**src/rtl/mandelbrot_pkg.sv**
```systemverilog
// mandelbrot_pkg: shared types and constants for the Mandelbrot iteration engine.
//   state_e  : engine FSM states (IDLE, RUN, DONE)
//   FP_ONE   : 1.0 in the default 2.(WIDTH-2) fixed-point format (WIDTH = 8)
//   is_pow2  : power-of-two test, used to schedule periodicity snapshots
package mandelbrot_pkg;

  typedef enum logic [1:0] {
    IDLE = 2'd0,
    RUN  = 2'd1,
    DONE = 2'd2
  } state_e;

  localparam int MB_WIDTH = 8;
  localparam int FP_ONE   = 1 << (MB_WIDTH - 2);

  function automatic logic is_pow2(input logic [31:0] v);
    return (v != 32'd0) && ((v & (v - 32'd1)) == 32'd0);
  endfunction

endpackage

```
**src/rtl/mandelbrot_alu.sv**
```systemverilog
// mandelbrot_alu: combinational single step z' = z^2 + c in signed 2.(WIDTH-2).
//   zr, zi     in  current z
//   cr, ci     in  point c
//   out_zr/zi  out next z (truncated toward -inf after each product)
//   size       out |z|^2 of the *current* z exceeds 4.0 (escape radius 2)
//   overflow   out next z does not fit in WIDTH signed bits
module mandelbrot_alu #(
  parameter int WIDTH = 8
) (
  input  logic signed [WIDTH-1:0] zr,
  input  logic signed [WIDTH-1:0] zi,
  input  logic signed [WIDTH-1:0] cr,
  input  logic signed [WIDTH-1:0] ci,
  output logic signed [WIDTH-1:0] out_zr,
  output logic signed [WIDTH-1:0] out_zi,
  output logic                    size,
  output logic                    overflow
);
  localparam int FRAC = WIDTH - 2;
  // Headroom: |z|^2 reaches 2^(2W-1), which needs 2W+1 signed bits.
  localparam int PW   = 2 * WIDTH + 2;
  localparam logic [PW-1:0] ESC_R2 = {{(PW-1){1'b0}}, 1'b1} << (2 * WIDTH - 2);

  logic signed [PW-1:0] w_zrx, w_zix, w_crx, w_cix;
  logic signed [PW-1:0] w_re, w_im, w_mag;

  assign w_zrx = {{(PW-WIDTH){zr[WIDTH-1]}}, zr};
  assign w_zix = {{(PW-WIDTH){zi[WIDTH-1]}}, zi};
  assign w_crx = {{(PW-WIDTH){cr[WIDTH-1]}}, cr};
  assign w_cix = {{(PW-WIDTH){ci[WIDTH-1]}}, ci};

  assign w_re  = ((w_zrx * w_zrx - w_zix * w_zix) >>> FRAC) + w_crx;
  // 2*zr*zi folded into a shift one less than FRAC
  assign w_im  = ((w_zrx * w_zix) >>> (FRAC - 1)) + w_cix;
  assign w_mag = w_zrx * w_zrx + w_zix * w_zix;

  assign out_zr   = w_re[WIDTH-1:0];
  assign out_zi   = w_im[WIDTH-1:0];
  assign size     = $unsigned(w_mag) > ESC_R2;
  // Fits iff the bits above the result sign are a pure sign extension.
  assign overflow = ((|w_re[PW-1:WIDTH-1]) & ~(&w_re[PW-1:WIDTH-1])) |
                    ((|w_im[PW-1:WIDTH-1]) & ~(&w_im[PW-1:WIDTH-1]));

endmodule

```
**src/rtl/mandelbrot_iter_ctrl.sv**
```systemverilog
// mandelbrot_iter_ctrl: sequential Mandelbrot iteration engine for one pixel.
//   clk, rst              clock, synchronous active-high reset
//   in_valid/in_ready     accept c = (in_cr, in_ci) and max_iter (IDLE only)
//   out_valid/out_ready   result handshake (DONE only)
//   out_iter, out_escaped iterations completed before escape (or max_iter), escape flag
// Optional build macro MANDELBROT_CYCLE_DETECT_EN adds Brent-style periodicity
// detection so interior points finish early with out_iter = max_iter.
module mandelbrot_iter_ctrl
  import mandelbrot_pkg::*;
#(
  parameter int WIDTH      = 8,
  parameter int ITER_WIDTH = 8
) (
  input  logic                    clk,
  input  logic                    rst,
  input  logic                    in_valid,
  output logic                    in_ready,
  input  logic signed [WIDTH-1:0] in_cr,
  input  logic signed [WIDTH-1:0] in_ci,
  input  logic [ITER_WIDTH-1:0]   max_iter,
  output logic                    out_valid,
  input  logic                    out_ready,
  output logic [ITER_WIDTH-1:0]   out_iter,
  output logic                    out_escaped
);

  state_e r_state, w_state_nxt;

  logic signed [WIDTH-1:0] r_zr, r_zi, r_cr, r_ci;
  logic signed [WIDTH-1:0] w_alu_zr, w_alu_zi;
  logic                    w_alu_size, w_alu_ovf, w_escape;
  logic [ITER_WIDTH-1:0]   r_iter, r_max, r_out_iter, w_iter_nxt, w_out_iter_d;
  logic                    r_out_esc, w_out_esc_d;
  logic                    w_accept, w_step, w_load_out, w_cycle_hit;

  mandelbrot_alu #(.WIDTH(WIDTH)) u_alu (
    .zr       (r_zr),
    .zi       (r_zi),
    .cr       (r_cr),
    .ci       (r_ci),
    .out_zr   (w_alu_zr),
    .out_zi   (w_alu_zi),
    .size     (w_alu_size),
    .overflow (w_alu_ovf)
  );

  assign w_escape   = w_alu_size | w_alu_ovf;
  // r_iter < r_max <= 2^ITER_WIDTH-1 while running, so this never wraps.
  assign w_iter_nxt = r_iter + 1'b1;

`ifdef MANDELBROT_CYCLE_DETECT_EN
  logic signed [WIDTH-1:0] r_sr, r_si;
  logic                    w_snap;

  // Compare against the snapshot before it is refreshed this cycle.
  assign w_cycle_hit = (w_alu_zr == r_sr) && (w_alu_zi == r_si);
  assign w_snap      = is_pow2(32'(w_iter_nxt));

  always_ff @(posedge clk) begin
    if (rst) begin
      r_sr <= '0;
      r_si <= '0;
    end else if (w_accept) begin
      r_sr <= '0;
      r_si <= '0;
    end else if (w_step && w_snap) begin
      r_sr <= w_alu_zr;
      r_si <= w_alu_zi;
    end
  end
`else
  assign w_cycle_hit = 1'b0;
`endif

  always_comb begin
    w_state_nxt  = r_state;
    in_ready     = 1'b0;
    out_valid    = 1'b0;
    w_accept     = 1'b0;
    w_step       = 1'b0;
    w_load_out   = 1'b0;
    w_out_iter_d = '0;
    w_out_esc_d  = 1'b0;
    unique case (r_state)
      IDLE: begin
        in_ready = 1'b1;
        if (in_valid) begin
          w_accept = 1'b1;
          if (max_iter == '0) begin
            w_state_nxt = DONE;
            w_load_out  = 1'b1;
          end else begin
            w_state_nxt = RUN;
          end
        end
      end
      RUN: begin
        // Escape wins over the limit/cycle checks; z is left untouched.
        if (w_escape) begin
          w_state_nxt  = DONE;
          w_load_out   = 1'b1;
          w_out_iter_d = r_iter;
          w_out_esc_d  = 1'b1;
        end else begin
          w_step = 1'b1;
          if (w_iter_nxt == r_max || w_cycle_hit) begin
            w_state_nxt  = DONE;
            w_load_out   = 1'b1;
            w_out_iter_d = r_max;
          end
        end
      end
      DONE: begin
        out_valid = 1'b1;
        if (out_ready) w_state_nxt = IDLE;
      end
      default: w_state_nxt = IDLE;
    endcase
  end

  always_ff @(posedge clk) begin
    if (rst) begin
      r_state    <= IDLE;
      r_zr       <= '0;
      r_zi       <= '0;
      r_cr       <= '0;
      r_ci       <= '0;
      r_max      <= '0;
      r_iter     <= '0;
      r_out_iter <= '0;
      r_out_esc  <= 1'b0;
    end else begin
      r_state <= w_state_nxt;
      if (w_accept) begin
        r_cr   <= in_cr;
        r_ci   <= in_ci;
        r_max  <= max_iter;
        r_zr   <= '0;
        r_zi   <= '0;
        r_iter <= '0;
      end
      if (w_step) begin
        r_zr   <= w_alu_zr;
        r_zi   <= w_alu_zi;
        r_iter <= w_iter_nxt;
      end
      if (w_load_out) begin
        r_out_iter <= w_out_iter_d;
        r_out_esc  <= w_out_esc_d;
      end
    end
  end

  assign out_iter    = r_out_iter;
  assign out_escaped = r_out_esc;

endmodule

```
**config.mk**
```make
export PLATFORM = sky130hd
export DESIGN_NAME = mandelbrot_iter_ctrl
export DESIGN_NICKNAME = d
export VERILOG_FILES = /design/src/rtl/mandelbrot_pkg.sv /design/src/rtl/mandelbrot_alu.sv /design/src/rtl/mandelbrot_iter_ctrl.sv
export SDC_FILE = /design/constraint.sdc
export NUM_CORES = 1
export LEC_CHECK = 0
export CAP_MARGIN = 40
export CORE_MARGIN = 1
export CORE_UTILIZATION = 38
export CTS_CLUSTER_DIAMETER = 40
export DETAILED_ROUTE_END_ITERATION = 10
export GPL_TIMING_DRIVEN = 0
export PLACE_DENSITY_LB_ADDON = 0.1
export SLEW_MARGIN = 40
export SYNTH_ARGS = -nofsm -noshare
export SYNTH_HDL_FRONTEND = slang
export SYNTH_SLANG_ARGS = --single-unit
```
**constraint.sdc**
```tcl
create_clock -name clk -period 7.5 [get_ports clk]
set_clock_uncertainty 0.1 [all_clocks]
set_input_delay 2.25 -clock clk [delete_from_list [all_inputs] [get_ports clk]]
set_output_delay 2.25 -clock clk [all_outputs]
set_load 0.1 [all_outputs]
```
==> out/results.txt <==
Max-slew violation count - 0
Combined area of the multi-input logic cells - 0.0102 mm2
CTS Hold Bufs - 0
Root Driver - clkbuf_16
Total track usage - 21.3%
Rel. slew slack - 47.2%
Lkg Pwr - 6.69 nW
First-pass DRT Iterations - 6
VDD IR max - 0.119 mV
Vias/cell - 5.15
Synthesized flop and latch total - 59
Worst EP required - 7.66 ns
Netlist cell types - 76
Total CTS buffers - 9
Syn_nets - 1701
RSZ-0062 raised after global routing - true
Most frequent cell after synthesis - inv_1
Fill cells - 2879
Register area - 0.00122 mm2
Mux share of post-synthesis cell area - 0.630%
Largest family of logic cells by synthesized area - adder cells
CTS tree - built
DRC viols - 0
Core area - 0.0297 mm2
Pin count of the biggest net entering global routing - 12
Ys flop type - dfxtp_1
Most frequent CP cell - ha_4
Max Clk Rate - 0.129 GHz
Vias in the first global route - 9946
Layout net count - 1810
CP Capture Type - register
Failing checks - setup timing
Hold Crit Class - register to register
Clk sinks - 59
I/O Pins - 39
Slowest-stage cell, CP - or4_4
Final ANT Viol Nets - 0
Grt total ovfl - 0
Final GP Congestion - 0.844
Yosys top cell by area - fa_1
Clk pin slew, worst setup/hold paths - 0.05 ns
Area Overhead vs Synth - 25.8%
Share of layout cells above drive strength 1 - 22.6%
DRT iter0 DRCs - 454
Period minus WS final - 7.78 ns
Top post-synthesis cells by count - inv_1, fa_1, ha_1
# rows - 63
Pre-CTS setup slack - -1.28 ns
Post-synthesis sequential area ratio - 10.3%
First-pass GRT wire length - 51800 um
Hold Violations, Final - 0
Worst Tran Pin Value - 0.792 ns
Syn. warnings - 0
Highest cell delay on the worst timing path - 0.58 ns
# diodes - 0
Max-cap viol count - 0
Setup CP Type - register to register
Synth Area per Inst - 8.25 um2
Post-Synth XOR/XNOR Area - 7.74%
Syn Inst Count - 1397
WL final - 32300 um
Initial Util - 38.8%
Skew-Pair Late Insertion Delay - 0.33 ns
Fraction of registers with async set/reset - 0%
Initial antenna violation count - 0
Critical Path Fanout Max - 6
Mapped Area - 0.0115 mm2
Compound-Gate Fraction of Synth Area - 15.3%
I/O Buffers - 37
H-tree levels - 3
Number of flops mapped to enable cells by yosys - 0
Longest Clk Path Bufs - 2
Non-filler cells, final - 1900
Die Y - 176 um
PD cells - 110 mW/mm2
Post-Synth Simple-Gate Area - 16.6%
CP Launch Type - register
Area contributors post-synth - fa_1, ha_1, dfxtp_1
Final worst path period share - 104%
Final setup viols - 34
Total negative setup slack - -7.01 ns
Synthesized-area fraction occupied by adder cells - 39.4%
WP data arrival - 7.94 ns
Routed wire per std cell - 17.0 um
Status - finished with violations
Placed cells - 1824
Post-synth top area share - 25.2%
Post-DP HPWL - 25500 um
Final Worst Setup Slack - -0.279 ns
Horiz. Die Dim - 176 um
Via count - 9792
Total die area - 0.0310 mm2
-- kinds of logic (layout without fill, tap and decap cells) --
group                    after synthesis  after routing
AO/OA/AOI/OAI                        264            264
multiplexers                           7              7
adder cells (fa/ha/maj)              276            276
flip-flops                            59             59
AND/OR/NAND/NOR                      388            388
buffers and inverters                302            415
XOR/XNOR                             101            101
-- routing by layer --
layer	part of all wire (%)	GRT usage, %
met1	47	29.7
met2	47	35.0
met3	3.7	2.54
met4	2.2	5.25
met5	0	0
-- state kept, by name (all words and copies together), names as in the netlist --
| name | count |
|---|---|
| r_max | 8 |
| r_zr | 8 |
| out_escaped | 1 |
| r_ci | 8 |
| r_cr | 8 |
| out_iter | 8 |
| r_iter | 8 |
| r_zi | 8 |
| r_state | 2 |
-- per-stage QoR --
stage / power, mW / area (um2) / utilization (%) / hold WS [ns]
floorplan: 0.787 / 11700 / - / 0.336
global placement: 0.962 / 12600 / 42.4 / 0.343
CTS: 1.51 / 13900 / 46.9 / 0.360
detailed placement: 0.962 / 12500 / 42.2 / 0.353
finish: 1.59 / 14500 / 48.8 / 0.359
global route: 1.67 / 14500 / 48.8 / 0.384
-- cell type report --
type	count	area share [%]
Buffer	51	3.45
Timing Repair Buffer	109	6.05
Clock buffer	9	1.55
Multi-Input combinational cell	1036	70.4
Inverter	240	6.35
Sequential cell	59	8.45
Clock inverter	6	0.397
Tap cell	390	3.37
-- layout by cell type (no fill, tap or decap), drive strengths merged, types with 28 or more instances in the layout --
cell type / n
inv: 234
fa: 145
ha: 131
nand2: 126
buf: 101
a21oi: 93
nor2: 79
xnor2: 79
dfxtp: 59
and2: 54
o21ai: 46
clkbuf: 42
nand3: 34
nor2b: 28
-- report_power, final --
| group | internal (mW) | total, mW | switching, mW | leakage, nW |
|---|---|---|---|---|
| logic | 0.350 | 0.846 | 0.496 | 6.06 |
| clock network | 0.252 | 0.401 | 0.149 | 0.141 |
| registers | 0.326 | 0.345 | 0.0189 | 0.490 |
| total | 0.929 | 1.59 | 0.663 | 6.69 |
-- critical path: cells and delay by family (launching register included) --
kind                       cells  cell delay [ns]
AOI/OAI and AO/OA             12             2.69
xor gates and xnor gates       1             0.17
adders and majority gates      7             2.41
buffers and inverters          5             0.55
DFF                            1             0.38
and+or+nand+nor                6             1.38
-- path summary, 6_finish.rpt --
check | cells after the start | startpoint | endpoint | slack, ns
min reg2reg | 2 | r_max[6]$_SDFFE_PP0P_ | r_max[6]$_SDFFE_PP0P_ | 0.36
max reg2reg | 31 | r_zr[6]$_SDFFE_PP0P_ | r_zr[6]$_SDFFE_PP0P_ | -0.28
min | 2 | r_max[6]$_SDFFE_PP0P_ | r_max[6]$_SDFFE_PP0P_ | 0.36
max | 31 | r_zr[6]$_SDFFE_PP0P_ | r_zr[6]$_SDFFE_PP0P_ | -0.28
-- repair_timing --
action                                  4_1_cts  5_1_grt
pin swaps                                    82       52
gates resized for setup                     187       99
endpoints found under the setup margin       35       35
buffers inserted                             48       22
cloned                                        2        2
(Power assumes the default switching activity.)
